--- src/rtl/eth_tx_pkt_gen_pkg.sv ---
// Shared constants for the Avalon-ST TX packet generator:
// CSR map, CTRL bit positions, FSM encodings and reset defaults.
package eth_tx_pkt_gen_pkg;

    localparam logic [2:0] ADDR_CTRL     = 3'd0;
    localparam logic [2:0] ADDR_NUM      = 3'd1;
    localparam logic [2:0] ADDR_LEN      = 3'd2;
    localparam logic [2:0] ADDR_GAP      = 3'd3;
    localparam logic [2:0] ADDR_STATUS   = 3'd4;
    localparam logic [2:0] ADDR_PKT_CNT  = 3'd5;
    localparam logic [2:0] ADDR_BEAT_CNT = 3'd6;
    localparam logic [2:0] ADDR_RSVD     = 3'd7;

    localparam int CTRL_START = 0;
    localparam int CTRL_STOP  = 1;
    localparam int CTRL_ERR   = 2;

    localparam logic [1:0] ST_IDLE = 2'd0;
    localparam logic [1:0] ST_SEND = 2'd1;
    localparam logic [1:0] ST_GAP  = 2'd2;

    localparam int unsigned DEF_LEN = 64;
    localparam int unsigned DEF_NUM = 1;
    localparam int unsigned DEF_GAP = 0;

    // Unused bytes on the last beat: (8 - len%8) % 8.
    function automatic logic [2:0] eop_empty(input logic [2:0] len_lsb);
        return 3'd0 - len_lsb;
    endfunction

endpackage

--- src/rtl/eth_tx_pkt_gen_csr.sv ---
// CSR register file for the packet generator: config registers,
// start/stop pulses and the one-cycle readdata pipe.
module eth_tx_pkt_gen_csr
    import eth_tx_pkt_gen_pkg::*;
#(
    parameter int LEN_W   = 14,
    parameter int MAX_LEN = 9600,
    parameter int CNT_W   = 32
) (
    input  logic             clk,
    input  logic             rst,
    input  logic [2:0]       csr_address,
    input  logic             csr_read,
    input  logic             csr_write,
    input  logic [31:0]      csr_writedata,
    output logic [31:0]      csr_readdata,
    input  logic             busy,
    input  logic [CNT_W-1:0] pkt_cnt,
    input  logic [CNT_W-1:0] beat_cnt,
    output logic             start,
    output logic             stop,
    output logic             err_sample,
    output logic [CNT_W-1:0] num_pkts,
    output logic [LEN_W-1:0] pkt_len,
    output logic [15:0]      gap_len
);

    logic             err_q, err_d;
    logic [CNT_W-1:0] num_q, num_d;
    logic [LEN_W-1:0] len_q, len_d;
    logic [15:0]      gap_q, gap_d;
    logic [31:0]      rdata_q, rdata_d;

    logic wr_ctrl, wr_num, wr_len, wr_gap;

    assign wr_ctrl = csr_write && (csr_address == ADDR_CTRL);
    assign wr_num  = csr_write && (csr_address == ADDR_NUM) && !busy;
    assign wr_len  = csr_write && (csr_address == ADDR_LEN) && !busy
                     && (csr_writedata != 32'd0);
    assign wr_gap  = csr_write && (csr_address == ADDR_GAP) && !busy;

    assign start = wr_ctrl && csr_writedata[CTRL_START];
    assign stop  = wr_ctrl && csr_writedata[CTRL_STOP];

    // A start write may set inject_err in the same beat it launches.
    assign err_sample = wr_ctrl ? csr_writedata[CTRL_ERR] : err_q;

    always_comb begin
        err_d = err_q;
        num_d = num_q;
        len_d = len_q;
        gap_d = gap_q;
        unique case (1'b1)
            wr_ctrl: err_d = csr_writedata[CTRL_ERR];
            wr_num:  num_d = CNT_W'(csr_writedata);
            wr_len: begin
                if (csr_writedata > 32'(MAX_LEN))
                    len_d = LEN_W'(MAX_LEN);
                else
                    len_d = LEN_W'(csr_writedata);
            end
            wr_gap:  gap_d = csr_writedata[15:0];
            default: ;
        endcase
    end

    // Sampled from current state, so a same-cycle write reads back the old value.
    always_comb begin
        rdata_d = 32'd0;
        if (csr_read) begin
            unique case (csr_address)
                ADDR_CTRL:     rdata_d = {29'd0, err_q, 2'b00};
                ADDR_NUM:      rdata_d = 32'(num_q);
                ADDR_LEN:      rdata_d = 32'(len_q);
                ADDR_GAP:      rdata_d = {16'd0, gap_q};
                ADDR_STATUS:   rdata_d = {31'd0, busy};
                ADDR_PKT_CNT:  rdata_d = 32'(pkt_cnt);
                ADDR_BEAT_CNT: rdata_d = 32'(beat_cnt);
                ADDR_RSVD:     rdata_d = 32'd0;
                default:       rdata_d = 32'd0;
            endcase
        end
    end

    always_ff @(posedge clk) begin
        if (rst) begin
            err_q   <= 1'b0;
            num_q   <= CNT_W'(DEF_NUM);
            len_q   <= LEN_W'(DEF_LEN);
            gap_q   <= 16'(DEF_GAP);
            rdata_q <= 32'd0;
        end else begin
            err_q   <= err_d;
            num_q   <= num_d;
            len_q   <= len_d;
            gap_q   <= gap_d;
            rdata_q <= rdata_d;
        end
    end

    assign csr_readdata = rdata_q;
    assign num_pkts     = num_q;
    assign pkt_len      = len_q;
    assign gap_len      = gap_q;

endmodule

--- src/rtl/eth_tx_pkt_gen.sv ---
// Programmable Avalon-ST packet generator: emits NUM packets of LEN bytes
// carrying {pkt_seq, beat_idx}, with an optional idle gap between packets.
module eth_tx_pkt_gen
    import eth_tx_pkt_gen_pkg::*;
#(
    parameter  int DATA_W  = 64,
    parameter  int LEN_W   = 14,
    parameter  int MAX_LEN = 9600,
    parameter  int CNT_W   = 32,
    localparam int EMPTY_W = $clog2(DATA_W / 8)
) (
    input  logic               clk_clk,
    input  logic               clk_reset_reset,
    input  logic [2:0]         csr_address,
    input  logic               csr_read,
    input  logic               csr_write,
    output logic [31:0]        csr_readdata,
    input  logic [31:0]        csr_writedata,
    output logic [DATA_W-1:0]  out_data,
    output logic               out_valid,
    input  logic               out_ready,
    output logic               out_startofpacket,
    output logic               out_endofpacket,
    output logic [EMPTY_W-1:0] out_empty,
    output logic               out_error
);

    logic             start, stop, err_sample, busy;
    logic [CNT_W-1:0] num_pkts;
    logic [LEN_W-1:0] pkt_len;
    logic [15:0]      gap_len;

    logic [1:0]       state_q, state_d;
    logic [31:0]      seq_q, seq_d;
    logic [LEN_W-1:0] beat_q, beat_d;
    logic [15:0]      gap_q, gap_d;
    logic             stop_q, stop_d;
    logic             err_q, err_d;
    logic [CNT_W-1:0] pkt_cnt_q, pkt_cnt_d;
    logic [CNT_W-1:0] beat_cnt_q, beat_cnt_d;

    logic [LEN_W-1:0] last_beat;
    logic             is_last, fire, pkt_final, run_done;

    eth_tx_pkt_gen_csr #(
        .LEN_W   (LEN_W),
        .MAX_LEN (MAX_LEN),
        .CNT_W   (CNT_W)
    ) u_csr (
        .clk           (clk_clk),
        .rst           (clk_reset_reset),
        .csr_address   (csr_address),
        .csr_read      (csr_read),
        .csr_write     (csr_write),
        .csr_writedata (csr_writedata),
        .csr_readdata  (csr_readdata),
        .busy          (busy),
        .pkt_cnt       (pkt_cnt_q),
        .beat_cnt      (beat_cnt_q),
        .start         (start),
        .stop          (stop),
        .err_sample    (err_sample),
        .num_pkts      (num_pkts),
        .pkt_len       (pkt_len),
        .gap_len       (gap_len)
    );

    // ceil(len/8)-1 == floor((len-1)/8) since len is never 0.
    assign last_beat = (pkt_len - LEN_W'(1)) >> 3;
    assign is_last   = (beat_q == last_beat);
    assign busy      = (state_q != ST_IDLE);
    assign out_valid = (state_q == ST_SEND);
    assign fire      = out_valid && out_ready;
    assign pkt_final = (num_pkts != '0)
                       && ((CNT_W'(seq_q) + CNT_W'(1)) == num_pkts);
    assign run_done  = pkt_final || stop_q || stop;

    always_comb begin
        state_d    = state_q;
        seq_d      = seq_q;
        beat_d     = beat_q;
        gap_d      = gap_q;
        stop_d     = stop_q;
        err_d      = err_q;
        pkt_cnt_d  = pkt_cnt_q;
        beat_cnt_d = beat_cnt_q;
        unique case (state_q)
            ST_IDLE: begin
                if (start) begin
                    state_d    = ST_SEND;
                    seq_d      = 32'd0;
                    beat_d     = '0;
                    stop_d     = 1'b0;
                    err_d      = err_sample;
                    pkt_cnt_d  = '0;
                    beat_cnt_d = '0;
                end
            end
            ST_SEND: begin
                if (stop)
                    stop_d = 1'b1;
                if (fire) begin
                    beat_cnt_d = beat_cnt_q + CNT_W'(1);
                    beat_d     = beat_q + LEN_W'(1);
                    if (is_last) begin
                        pkt_cnt_d = pkt_cnt_q + CNT_W'(1);
                        beat_d    = '0;
                        if (run_done) begin
                            state_d = ST_IDLE;
                        end else begin
                            seq_d = seq_q + 32'd1;
                            if (gap_len != 16'd0) begin
                                state_d = ST_GAP;
                                gap_d   = gap_len;
                            end else begin
                                err_d = err_sample;
                            end
                        end
                    end
                end
            end
            ST_GAP: begin
                // A stop seen between packets ends the run before the next sop.
                if (stop || stop_q) begin
                    state_d = ST_IDLE;
                end else if (gap_q == 16'd1) begin
                    state_d = ST_SEND;
                    err_d   = err_sample;
                end else begin
                    gap_d = gap_q - 16'd1;
                end
            end
            default: state_d = ST_IDLE;
        endcase
    end

    always_ff @(posedge clk_clk) begin
        if (clk_reset_reset) begin
            state_q    <= ST_IDLE;
            seq_q      <= 32'd0;
            beat_q     <= '0;
            gap_q      <= 16'd0;
            stop_q     <= 1'b0;
            err_q      <= 1'b0;
            pkt_cnt_q  <= '0;
            beat_cnt_q <= '0;
        end else begin
            state_q    <= state_d;
            seq_q      <= seq_d;
            beat_q     <= beat_d;
            gap_q      <= gap_d;
            stop_q     <= stop_d;
            err_q      <= err_d;
            pkt_cnt_q  <= pkt_cnt_d;
            beat_cnt_q <= beat_cnt_d;
        end
    end

    assign out_data          = out_valid ? DATA_W'({seq_q, 32'(beat_q)}) : '0;
    assign out_startofpacket = out_valid && (beat_q == '0);
    assign out_endofpacket   = out_valid && is_last;
    assign out_empty         = out_endofpacket
                               ? EMPTY_W'(eop_empty(pkt_len[2:0])) : '0;
    assign out_error         = out_endofpacket && err_q;

endmodule

--- config.mk ---
export PLATFORM = sky130hd
export DESIGN_NAME = eth_tx_pkt_gen
export DESIGN_NICKNAME = d
export VERILOG_FILES = /design/src/rtl/eth_tx_pkt_gen_pkg.sv /design/src/rtl/eth_tx_pkt_gen_csr.sv /design/src/rtl/eth_tx_pkt_gen.sv
export SDC_FILE = /design/constraint.sdc
export NUM_CORES = 1
export LEC_CHECK = 0
export BUFFER_PORTS_ARGS = -buffer_cell sky130_fd_sc_hd__buf_2
export CELL_PAD_IN_SITES_DETAIL_PLACEMENT = 2
export CELL_PAD_IN_SITES_GLOBAL_PLACEMENT = 2
export CORE_UTILIZATION = 35
export DETAILED_ROUTE_END_ITERATION = 8
export GPL_TIMING_DRIVEN = 0
export PLACE_DENSITY_LB_ADDON = 0.3
export SETUP_SLACK_MARGIN = 0.2
export SYNTH_ARGS = -nofsm -noshare
export SYNTH_HDL_FRONTEND = slang
export SYNTH_HIERARCHICAL = 1
export SYNTH_SLANG_ARGS = --single-unit
--- constraint.sdc ---
create_clock -name clk_clk -period 4.8 [get_ports clk_clk]
set_clock_uncertainty 0.2 [all_clocks]
set_input_delay 1.44 -clock clk_clk [delete_from_list [all_inputs] [get_ports clk_clk]]
set_output_delay 1.44 -clock clk_clk [all_outputs]
set_load 0.01 [all_outputs]
==> metrics.cfg <==
[logic_synthesis]
ys_ff_latch=225
synth_top_cell_area_share_pct=35.00
seq_area_frac_synth_pct=35.00
syn-cell-area_mm2=0.01287
synth.area.top_cells=dfxtp_1, nand2_1, nor2_1, xnor2_1, a21oi_1
synthDistinctLibCells=83
synth_area_leader_cell=dfxtp_1
async_reset_ff_share_pct=0
syn_area_per_cell_um2=7.958
syn_inst=1617
synth-edff-count=0
yosys_most_used_dff=dfxtp_1
ys_warn_count=6

[sta]
tightest_slew_ns=1.179
slew_violations=0
fmax_mhz=195.7
period_share_pct=106.5
rsz0062_at_grt=yes
setup_slack_ns=-0.3105
maxSlewHeadroom_pct=20.66
final_hold_viol_count=0
fin_crit_ns=5.111
final-setup-viol-count=5

[placed_design]
place_area_mm2=0.01413
place_congestion=0.9008
dpl.cell_count=2219
portBuffers=124
dp_hpwl_um=40730

[worst_setup_path]
rr_startpoint=seq_q[1]
required_ns=3.16
reg2reg_to=seq_q[16]
arrival_ns=3.47
criticalPathCategory=reg2out
rr_worst_depth=14
r2r_slack_ns=0.44
crit_fanout=4
worst_setup_path_end_kind=output pin
worstSetupStartpointType=flip-flop

[cells_and_area]
syn_to_final_growth_pct=19.14
multi_input_area_mm2=0.007781
drive_above_1_share_pct=17.94
nNetsFinal=1852
stdcell_area_mm2=0.01533
fillers=4116
regArea_mm2=0.004514
insertedDiodeCount=0
final_cells=2284

[min_path]
hold_depth=2
holdPathEnd=gap_q[11]
hp-start=gap_q[11]
hold_path_class=reg2reg

[power]
powerDensity_mw_per_mm2=282.1
power_uw=4325
peakVddDrop_mv=0.2566
p_leak_uw=0.005811

[status]
run_status=complete, but fails checks
violations=negative setup slack

[clock_network]
clk_latency_ns=0.58
cts_max_level=1
path_clk_slew_ns=0.06
cts_root_buf=clkbuf_16
cts_inserted_buffers=28
numClockSinks=225
cts_buffer_depth=3
cts_tree=yes

[drt]
drc=0
highest_layer=met4
num_vias=13630
routed_wl_um=56820
wl_met3_um=2485
ant_nets=0
dr.pass1.iters=5
drtIter0Drc=864
dr_wl_met2_um=27570
vias_per_cell=5.968
met1Wirelength_um=24040
wire_per_inst_um=24.88

[global_route]
grt_overflow=0
antenna_found_initial=1
grt_usage_pct=29.65
grt_pass1_vias=14650
grt_pass1_wl_um=87300
grt_max_degree=15

[floorplan]
die_x_um=193.8
die_area_mm2=0.03754
initial_core_util_pct=35.83
die-height_um=193.8
rows=69
num_io_pins=143
core_mm2=0.03591

[run]
cap_violations=0

[registers in the layout (all words and copies together) (netlist names)]
signal	count
state_q	2
beat_q	14
err_q	1
u_csr/csr_readdata	32
u_csr/num_pkts	32
gap_q	16
stop_q	1
u_csr/pkt_len	14
seq_q	32
u_csr/err_q	1
u_csr/gap_len	16
pkt_cnt_q	32
beat_cnt_q	32
[per-layer routing]
layer | vias up | track usage, %
met1 | 6884 | 36.32
li1 | 6130 | -
met4 | 0 | 13.45
met3 | 168 | 3.879
met5 | - | 0
met2 | 449 | 51.62
[stage by stage]
stage / setup slack (ns) / hold slack (ns) / util [%] / setup TNS [ns]
finish: -0.3105 / 0.2965 / 42.69 / -1.441
global route: -0.3524 / 0.3332 / 42.69 / -1.669
CTS: -0.2430 / 0.3001 / 42.31 / -1.078
detailed placement: -0.3631 / 0.2879 / 39.34 / -11.66
global placement: -0.3515 / 0.2637 / 39.34 / -10.75
floorplan: 0.5823 / 0.2500 / - / 0
[synth_stat cells (all sizes together) (20+ instances only)]
cell type and instances:
dfxtp 225, nand2 186, nor2 172, a21oi 93
clkbuf 82, nand3 78, xnor2 64, nor4 59
buf 54, o21ai 49, or3 47, and2 46
xor2 43, a22oi 35, nand4 35, inv 30
a22o 29, nor3 29, and3 23, mux2i 20
[cell families after synthesis]
group / Yosys count / synth area share (%)
AO/OA/AOI/OAI: 316 / 16.80
XOR/XNOR: 107 / 7.282
adder cells (fa/ha/maj): 8 / 0.7779
buffers and inverters: 167 / 5.941
flip-flops: 225 / 35.00
multiplexers: 36 / 2.956
other: 1 / 0.02914
AND/OR/NAND/NOR: 757 / 31.21
[cell usage in the layout (no fill, tap or decap), types with 47 or more instances in the layout]
master    netlist  final
a21oi_1        92     90
buf_2          22    142
clkbuf_1       81     81
dfxtp_1       225    221
nand2_1       186    186
nand3_1        76     75
nor2_1        170    170
or3_1          47     47
xnor2_1        64     64
[critical path, stage by stage (launching register included)]
cell and delay, ns:
dfxtp_4 0.37, inv_4 0.06, ha_4 0.15, or4b_4 0.47
buf_6 0.15, buf_12 0.12, or4_4 0.42, a21oi_4 0.17
a211oi_4 0.07, nor3b_4 0.33, nand3_2 0.20, inv_2 0.13
and2_4 0.15, buf_6 0.09
[where the power goes]
| part | switching [uW] | internal (uW) | leakage [uW] |
|---|---|---|---|
| clock | 900 | 1200 | 0.000442 |
| sequential | 24.3 | 1880 | 0.00182 |
| combinational | 221 | 100 | 0.00355 |
| total | 1150 | 3180 | 0.00581 |
[what timing repair did]
action	CTS	global route
cloned	0	0
pin swaps	5	6
hold buffers	0	0
endpoints found under the setup margin	30	51
resized for setup	29	17
buffers inserted	9	7
hold endpoints to repair	0	0
[final cells by class]
class | count | share of cell area [%]
sequential | 225 | 29.45
tap | 461 | 3.762
multi-input combinational | 1242 | 50.75
buffer | 136 | 4.309
inverter | 31 | 0.7753
timing repair buffer | 140 | 5.117
clock buffer | 36 | 5.093
clock inverter | 13 | 0.7427
[worst max-delay path by stage]
stage	from	end	depth (start not counted)
2_1_floorplan	u_csr/pkt_len[0]	out_empty[1]	11
3_3_place_gp	csr_address[2]	seq_q[23]	9
3_5_place_dp	csr_address[2]	seq_q[21]	10
4_1_cts	u_csr/pkt_len[1]	out_empty[1]	12
5_1_grt	u_csr/pkt_len[0]	out_error	13
6_report	u_csr/pkt_len[0]	out_empty[1]	13
No activity file was read; power rests on OpenSTA's default activity.
